## src/rtl/c6_operand_loader_pkg.sv

```systemverilog
// Shared definitions for the C6 operand loader: FSM encoding and default geometry.
package c6_operand_loader_pkg;

  localparam int C6_WIDTH       = 8;
  localparam int C6_SYNC_STAGES = 2;

  typedef enum logic {
    ST_COLLECT = 1'b0,
    ST_ISSUE   = 1'b1
  } c6_state_e;

endpackage

```

## src/rtl/c6_operand_loader_if.sv

```systemverilog
// Operand-pair handshake toward the C6 multiplier core.
interface c6_operand_loader_if
  import c6_operand_loader_pkg::*;
#(
  parameter int WIDTH = C6_WIDTH
);

  logic             m_valid;
  logic             m_ready;
  logic [WIDTH-1:0] m_a;
  logic [WIDTH-1:0] m_b;

  modport master (output m_valid, output m_a, output m_b, input m_ready);
  modport slave  (input m_valid, input m_a, input m_b, output m_ready);

endinterface

```

## src/rtl/c6_operand_loader_sync_edge.sv

```systemverilog
// Pin synchroniser followed by a rising-edge detector producing a one-cycle event pulse.
module c6_operand_loader_sync_edge #(
  parameter int SYNC_STAGES = 2
) (
  input  logic clk,
  input  logic rst,
  input  logic pin,
  output logic pulse
);

  logic [SYNC_STAGES-1:0] sync_p;
  logic                   hist_p;

  always_ff @(posedge clk or posedge rst) begin
    if (rst) begin
      sync_p <= '0;
      hist_p <= 1'b0;
    end else begin
      sync_p <= {sync_p[SYNC_STAGES-2:0], pin};
      hist_p <= sync_p[SYNC_STAGES-1];
    end
  end

  assign pulse = sync_p[SYNC_STAGES-1] & ~hist_p;

endmodule

```

## src/rtl/c6_operand_loader.sv

```systemverilog
// Captures A/B operands from the shared bus under strobe events and issues them on valid/ready.
module c6_operand_loader
  import c6_operand_loader_pkg::*;
#(
  parameter int WIDTH       = C6_WIDTH,
  parameter int SYNC_STAGES = C6_SYNC_STAGES
) (
  input  logic                       clk,
  input  logic                       rst,
  input  logic [WIDTH-1:0]           data_in,
  input  logic                       ld_a_in,
  input  logic                       ld_b_in,
  input  logic                       go_in,
  input  logic                       clr_in,
  c6_operand_loader_if.master        m_if,
  output logic                       a_loaded,
  output logic                       b_loaded,
  output logic                       busy,
  output logic                       err_miss,
  output logic                       err_ovr
);

  logic [3:0] pins;
  logic [3:0] ev;
  logic       lda_ev, ldb_ev, go_ev, clr_ev;

  assign pins = {clr_in, go_in, ld_b_in, ld_a_in};

  for (genvar i = 0; i < 4; i++) begin : g_sync
    c6_operand_loader_sync_edge #(.SYNC_STAGES(SYNC_STAGES)) u_sync (
      .clk   (clk),
      .rst   (rst),
      .pin   (pins[i]),
      .pulse (ev[i])
    );
  end

  assign {clr_ev, go_ev, ldb_ev, lda_ev} = ev;

  c6_state_e        state_q, state_d;
  logic [WIDTH-1:0] a_q, a_d, b_q, b_d;
  logic             al_q, al_d, bl_q, bl_d;
  logic             miss_q, miss_d, ovr_q, ovr_d;

  // Next-state: clr overrides everything; go sees the flags after same-cycle loads.
  always_comb begin
    state_d = state_q;
    a_d     = a_q;
    b_d     = b_q;
    al_d    = al_q;
    bl_d    = bl_q;
    miss_d  = miss_q;
    ovr_d   = ovr_q;
    if (clr_ev) begin
      state_d = ST_COLLECT;
      a_d     = '0;
      b_d     = '0;
      al_d    = 1'b0;
      bl_d    = 1'b0;
      miss_d  = 1'b0;
      ovr_d   = 1'b0;
    end else begin
      unique case (state_q)
        ST_COLLECT: begin
          if (lda_ev) begin
            a_d  = data_in;
            al_d = 1'b1;
          end
          if (ldb_ev) begin
            b_d  = data_in;
            bl_d = 1'b1;
          end
          if (go_ev) begin
            if (al_d && bl_d) state_d = ST_ISSUE;
            else              miss_d  = 1'b1;
          end
        end
        ST_ISSUE: begin
          if (lda_ev || ldb_ev) ovr_d = 1'b1;
          if (m_if.m_ready) begin
            state_d = ST_COLLECT;
            al_d    = 1'b0;
            bl_d    = 1'b0;
          end
        end
        default: state_d = ST_COLLECT;
      endcase
    end
  end

  always_ff @(posedge clk or posedge rst) begin
    if (rst) begin
      state_q <= ST_COLLECT;
      a_q     <= '0;
      b_q     <= '0;
      al_q    <= 1'b0;
      bl_q    <= 1'b0;
      miss_q  <= 1'b0;
      ovr_q   <= 1'b0;
    end else begin
      state_q <= state_d;
      a_q     <= a_d;
      b_q     <= b_d;
      al_q    <= al_d;
      bl_q    <= bl_d;
      miss_q  <= miss_d;
      ovr_q   <= ovr_d;
    end
  end

  assign m_if.m_valid = (state_q == ST_ISSUE);
  assign m_if.m_a     = a_q;
  assign m_if.m_b     = b_q;
  assign busy         = (state_q == ST_ISSUE);
  assign a_loaded     = al_q;
  assign b_loaded     = bl_q;
  assign err_miss     = miss_q;
  assign err_ovr      = ovr_q;

endmodule

```

## src/flat_wrapper.sv

```systemverilog
// flat-port wrapper written by rule: the top's interface ports become plain ports
module c6_operand_loader_flat import c6_operand_loader_pkg::*;
#(
  parameter int WIDTH       = C6_WIDTH,
  parameter int SYNC_STAGES = C6_SYNC_STAGES
)
  (clk, rst, data_in, ld_a_in, ld_b_in, go_in, clr_in, a_loaded, b_loaded, busy, err_miss, err_ovr, m_if_m_valid, m_if_m_a, m_if_m_b, m_if_m_ready);
  c6_operand_loader_if #(.WIDTH(WIDTH)) m_if_i ();
  input  logic clk;
  input  logic rst;
  input  logic [WIDTH-1:0] data_in;
  input  logic ld_a_in;
  input  logic ld_b_in;
  input  logic go_in;
  input  logic clr_in;
  output logic a_loaded;
  output logic b_loaded;
  output logic busy;
  output logic err_miss;
  output logic err_ovr;
  output wire logic [$bits(m_if_i.m_valid)-1:0] m_if_m_valid;
  output wire logic [$bits(m_if_i.m_a)-1:0] m_if_m_a;
  output wire logic [$bits(m_if_i.m_b)-1:0] m_if_m_b;
  input wire logic [$bits(m_if_i.m_ready)-1:0] m_if_m_ready;
  assign m_if_m_valid = m_if_i.m_valid;
  assign m_if_m_a = m_if_i.m_a;
  assign m_if_m_b = m_if_i.m_b;
  assign m_if_i.m_ready = m_if_m_ready;
  c6_operand_loader #(.WIDTH(WIDTH), .SYNC_STAGES(SYNC_STAGES)) u_core (.clk(clk), .rst(rst), .data_in(data_in), .ld_a_in(ld_a_in), .ld_b_in(ld_b_in), .go_in(go_in), .clr_in(clr_in), .m_if(m_if_i), .a_loaded(a_loaded), .b_loaded(b_loaded), .busy(busy), .err_miss(err_miss), .err_ovr(err_ovr));
endmodule
```

## config.mk

```make
export PLATFORM = sky130hd
export DESIGN_NAME = c6_operand_loader_flat
export DESIGN_NICKNAME = d
export VERILOG_FILES = /design/src/rtl/c6_operand_loader_pkg.sv /design/src/rtl/c6_operand_loader_if.sv /design/src/rtl/c6_operand_loader_sync_edge.sv /design/src/rtl/c6_operand_loader.sv /design/src/flat_wrapper.sv
export SDC_FILE = /design/constraint.sdc
export NUM_CORES = 1
export LEC_CHECK = 0
export ABC_AREA = 1
export BUFFER_PORTS_ARGS = -buffer_cell sky130_fd_sc_hd__buf_2
export CAP_MARGIN = 20
export CORE_ASPECT_RATIO = 1.1
export CORE_MARGIN = 2
export CORE_UTILIZATION = 54
export DETAILED_ROUTE_END_ITERATION = 7
export PLACE_DENSITY = 0.82
export RECOVER_POWER = 50
export SYNTH_ARGS = -nofsm -noshare
export SYNTH_HDL_FRONTEND = slang
export SYNTH_HIERARCHICAL = 1
export SYNTH_SLANG_ARGS = --single-unit
```

## constraint.sdc

```tcl
create_clock -name clk -period 2.46 [get_ports clk]
set_input_delay 0.123 -clock clk [delete_from_list [all_inputs] [get_ports clk]]
set_output_delay 0.123 -clock clk [all_outputs]
set_load 0.03 [all_outputs]
```

Yosys cells after proc, flatten, opt, wreduce, memory -nomap -nowiden:

Index checks and enable logic that the tools add are counted.

* equal/unequal tests: 3
* multiplexer cells: 29
* bitwise gates (word level): 9
* reduce and logical (&&, ||, !) cells: 11

Operator list (count)
* $mux 8: 6
* $mux 1: 20
* $reduce_bool 2->1: 5
* $pmux 1 s2: 3
* $reduce_and 2->1: 3
* $not 1->1: 5
* $and 1x1->1: 4
* $ne 2x1->1 const B: 2
* $ne 3x2->1 const B: 1
* $reduce_and 3->1: 1
* $logic_and 1x1->1: 1
* $logic_or 1x1->1: 1

* register bits after elaboration: 33
* output and inout port bits: 22
* logic and storage cells: 67

Logic depth before layout (Yosys ltp):

* depth after elaboration: 10
* depth in mapped cells: 7
* depth with buffers taken out: 7

By module:

Netlist, hierarchy kept.

By module, submodules not included
* c6_operand_loader: instances 1, cells an instance 111, area an instance 954.7 sq um, sequential area each 525.5 sq um
* c6_operand_loader_sync_edge: instances 4, cells an instance 6, area an instance 88.8 sq um, sequential area each 75.1 sq um

Worst setup path before layout:

No wires, ideal clock.

* path type: register to register
* from: reg u_core.state_q (netlist: u_core/busy)
* to: reg u_core.b_q[0] (netlist: u_core/m_if.m_b[0])
* setup time: 0.130 ns
* arrival time: 1.007 ns
* data required time: 2.330 ns
* slack: 1.323 ns
* cell stages (with the launch flop): 6
* path buffers: 1
* period minus slack after synthesis: 1.137 ns
* path through: dfrtp_1 -> inv_1 -> nand2_1 -> buf_6 -> nand3_1 -> o21ai_0

* word-level cells in the longest chain between the ends: 2

RTL lines
* start, declared: line c6_operand_loader.sv:40 `c6_state_e state_q, state_d;`
* start signal, assigned: line c6_operand_loader.sv:101 `state_q <= state_d;`
* $ne 2x1->1 (no line)
* $reduce_and 2->1 (no line)
* end signal, assigned: line c6_operand_loader.sv:95 `b_q <= '0;`
* end signal, assigned: line c6_operand_loader.sv:103 `b_q <= b_d;`
* end, declared: line c6_operand_loader.sv:41 `logic [WIDTH-1:0] a_q, a_d, b_q, b_d;`

No other way between the ends.
A chain may end at the register's enable or synchronous reset.

Final worst setup path:

* from: reg u_core.state_q (netlist: u_core/busy)
* to: reg u_core.b_q[4] (netlist: u_core/m_if.m_b[4])

The elaborated chain is that of the path after synthesis.

==> results.md <==
Layout:
- The leading cell type in the layout, fill and taps excluded is nand2_1.
- The share of cells above drive strength 1 is 15.73%.
- After routing the design area is 1543 um2.
- The number of diodes added for antenna fixing is 0.
- In the final design database the tool counted 192 nets.
- The area growth from synthesis to layout is 17.77%.
- The library cells used most frequently in the layout, excluding fill and tap cells, are 42 x nand2_1, 33 x dfrtp_1, 22 x clkbuf_1.

Worst setup path:
- The critical path class is flip-flop to flip-flop.
- The signal on the critical path passes through inv_1 -> nand2_1 -> nand3_1 -> o21ai_0.
- The kind of start point of the critical path is a flip-flop.
- The number of cells traversed by the worst register-to-register path is 4.
- The largest delay contributor family on the critical path is simple AND/OR/NAND/NOR gates.
- Setup slack on the worst reg-to-reg path comes out at 1030 ps.
- The largest single stage delay on the critical path is 410 ps.
- In this run the critical register-to-register path is captured at u_core/m_if.m_b[4].
- Of all nets on the critical path, the largest fanout is 16.
- The required time reported for the critical path endpoint is 2650 ps.
- The endpoint type of the worst setup path is a flip-flop.
- The number of buffers and inverters on the critical path is 1.
- The cell with the largest stage delay on the worst path is dfrtp_1.
- The data arrival time of the critical path is 1630 ps.
- The startpoint of the worst-slack reg-to-reg timing path is u_core/busy.

Status:
- The run finished with clean final reports.

Routing:
- The via density per instance is 4.899.
- The count of nets left with antenna violations once routing finished came out at 0.
- Routed signal wires occupy layers up through met4.
- The wire length per cell is 12.17 um.
- The total met2 wirelength after detailed routing is 1.281 mm.
- The first-iteration detailed-routing DRC count is 24.
- In the routed design, unresolved DRC markers number 0.
- The detailed-routing iteration count for the pre-antenna-repair pass is 5.
- The total length of routed wires is 2.532 mm.
- Summed over all nets, wire length on met3 after detailed routing comes to 209 um.
- The number of vias after detailed routing is 1019.
- In the final routing, the length of wire on met1 measures 1.018 mm.

Synthesis:
- The flip-flop and latch count after synthesis is 33.
- Summed over all instances, the cell type with the most area after synthesis is dfrtp_1.
- The share of the Yosys chip area taken by registers is 63.04%.
- The net count after synthesis is 150.
- The average cell area after synthesis is 9.704 um2.
- After synthesis the cells add up to 1310 um2.
- The yosys synthesis warning count is 6.
- The count of mapped cells out of synthesis is 135.
- The synthesized design devotes to its leading area cell type 63.04% of total area.
- By area the synthesized netlist is led by dfrtp_1 63%, nand2_1 12%, inv_1 4.9%, nand4_1 3.8%, buf_6 3.4%.
- The synthesized netlist contains 13 unique library cells.

Power:
- Net switching is 32.78% of the power.
- The combinational group share of total power is 20.8%.
- Of the total power, the clock network draws 24.4%.
- After layout, the design draws a total of 0.001133 W.
- The worst-case IR drop observed on VDD is 506.3 uV.
- The internal power of the cells totals 0.0007615 W.
- The switching power is 0.0003713 W.
- The total power divided by cell area is 734.2 nW/um2.
- The relative contribution of sequential cells to total power is 54.8%.
- The leakage power is 0.8119 nW.

Timing:
- After layout, the minimum clock period comes to 1434 ps.
- Setup repair after global routing left no endpoint under its margin.
- The final setup TNS is 0 ps.
- At the pin with the least slew margin, the transition time is 804.1 ps.
- The highest achievable clock rate is 697.3 MHz.
- The final count of pins violating max slew came to 0.
- Measured against its own limit, the worst slew margin works out to 46.33%.
- The period utilization is 58.29%.
- The count of final hold-check violations is 0.
- The clock arrives with 6.438 ps of skew.
- The total of endpoints with negative setup slack in the final report is 0.

Clocking:
- The TritonCTS buffer count is 5.
- The clock latency on the worst-skew pair is 320 ps.
- TritonCTS built the clock tree.
- The clock transition at the registers of the reported paths is 90 ps.
- In this run the number of H-tree levels came out at 2.
- Clock tree synthesis found a total of 33 sinks.
- The clock passes through at most 2 buffers.
- The number of instances resized during post-cts repair is 0.
- The clock tree root buffer cell is clkbuf_4.

Global routing:
- The first global-routing pass estimated 4.071 mm of wire.
- The initial antenna violation count was 0.
- Global routing finished with a remaining overflow of 0.
- For this run, the total global-route usage over all layers was measured as 19.70%.
- The pin count of the biggest net entering global routing is 29.
- The number of global-route vias before repair is 1009.

Hold path:
- The startpoint of the worst hold path is data_in[7].
- The number of cells traversed by the worst hold path is 3.
- The worst hold path belongs to the class input pin to flip-flop.
- The end of the worst hold path is u_core/m_if.m_b[7].

Floorplan:
- The die is 55.66 um tall.
- The placement row count is 18.
- The number of top-level design ports is 37.
- Once the floorplan was initialized, standard cells occupied 57.59% of the core.
- The region available for standard cell placement spans 2275 um2.
- The die is 50.96 um wide.
- The full die area is 2836 um2.

Placed design:
- Port buffering added 36 buffers.
- The HPWL after detailed placement is 1.877 mm.
- After detailed placement, the total cell area comes to 1468 um2.
- The congestion estimate from routability-driven global placement came to 0.8265.

Job:
- The tool flagged a number of max-cap violations equal to 0.
==> timing repair <==
item	CTS	global route
hold buffers	5	0
endpoints found under the hold margin	34	0
buffers inserted	0	0
==> area by class of cell <==
type / count / area (um2)
inverters: 18 / 67.56
repair buffers: 41 / 203.9
flip-flops and latches: 33 / 825.8
clock inverters: 2 / 10.01
fillers: 198 / 732.0
well taps: 30 / 37.54
clock buffers: 6 / 41.29
multi-input cells: 78 / 356.6
==> how the worst max path moves through the flow <==
stage,start,endpoint,slack (ps),cells past startpoint
after floorplan,u_core/busy,u_core/m_if.m_b[0],1320,5
after global placement,u_core/busy,u_core/m_if.m_b[1],1160,4
after detailed placement,u_core/busy,u_core/m_if.m_b[6],1050,4
after CTS,u_core/busy,u_core/m_if.m_b[6],1030,4
after global routing,u_core/busy,u_core/m_if.m_b[1],860,4
final,u_core/busy,u_core/m_if.m_b[4],1030,4
==> flip-flops by register name, summed over array words and instances, names as in the netlist <==
signal	count
u_core/g_sync.u_sync/sync_p	8
u_core/m_if.m_a	8
u_core/m_if.m_b	8
u_core/g_sync.u_sync/hist_p	4
u_core/a_loaded	1
u_core/b_loaded	1
u_core/busy	1
u_core/err_miss	1
u_core/err_ovr	1
==> power groups by stage <==
stage	logic (W)	registers (W)	clock network, W
floorplan	0.0000940	0.000710	0
global placement	0.000236	0.000628	0
detailed placement	0.000242	0.000631	0
CTS	0.000248	0.000621	0.000287
global route	0.000256	0.000628	0.000308
finish	0.000235	0.000621	0.000277
==> per-layer routing <==
| layer | global-route usage (%) | vias to the layer above |
|---|---|---|
| li1 | - | 505 |
| met1 | 22.28 | 472 |
| met2 | 32.47 | 40 |
| met3 | 8.065 | 2 |
| met4 | 8.108 | 0 |
| met5 | 0 | - |
==> per-stage QoR <==
stage / setup WS, ps / util, % / instances / hold slack [ps]
final: 1026 / 67.82 / 208 / 55.42
after floorplan: 1323 / - / 135 / -123.4
after CTS: 1034 / 68.98 / 208 / 39.63
after detailed placement: 1051 / 64.52 / 195 / 33.12
after global placement: 1162 / 64.52 / 195 / 24.35
after global routing: 864.0 / 67.82 / 208 / 36.27
==> cell usage after synthesis (all sizes together) <==
cell / count
buf: 6
nand4: 8
nand2: 42
a21oi: 1
o21ai: 9
dfrtp: 33
nand3: 8
nor2: 10
inv: 18
==> worst min-delay path, delay by kind of cell <==
family / cells / cell delay [ps]
compound gates: 1 / 50
buf+inv: 1 / 110
simple gates: 1 / 60
==> cells by family after synthesis <==
logic type      Yosys count  synth area share, %
compound gates           10                4.680
buf+inv                  24                9.741
flops                    33                63.04
simple gates             68                22.54
Power figures use the tool's default switching activity.
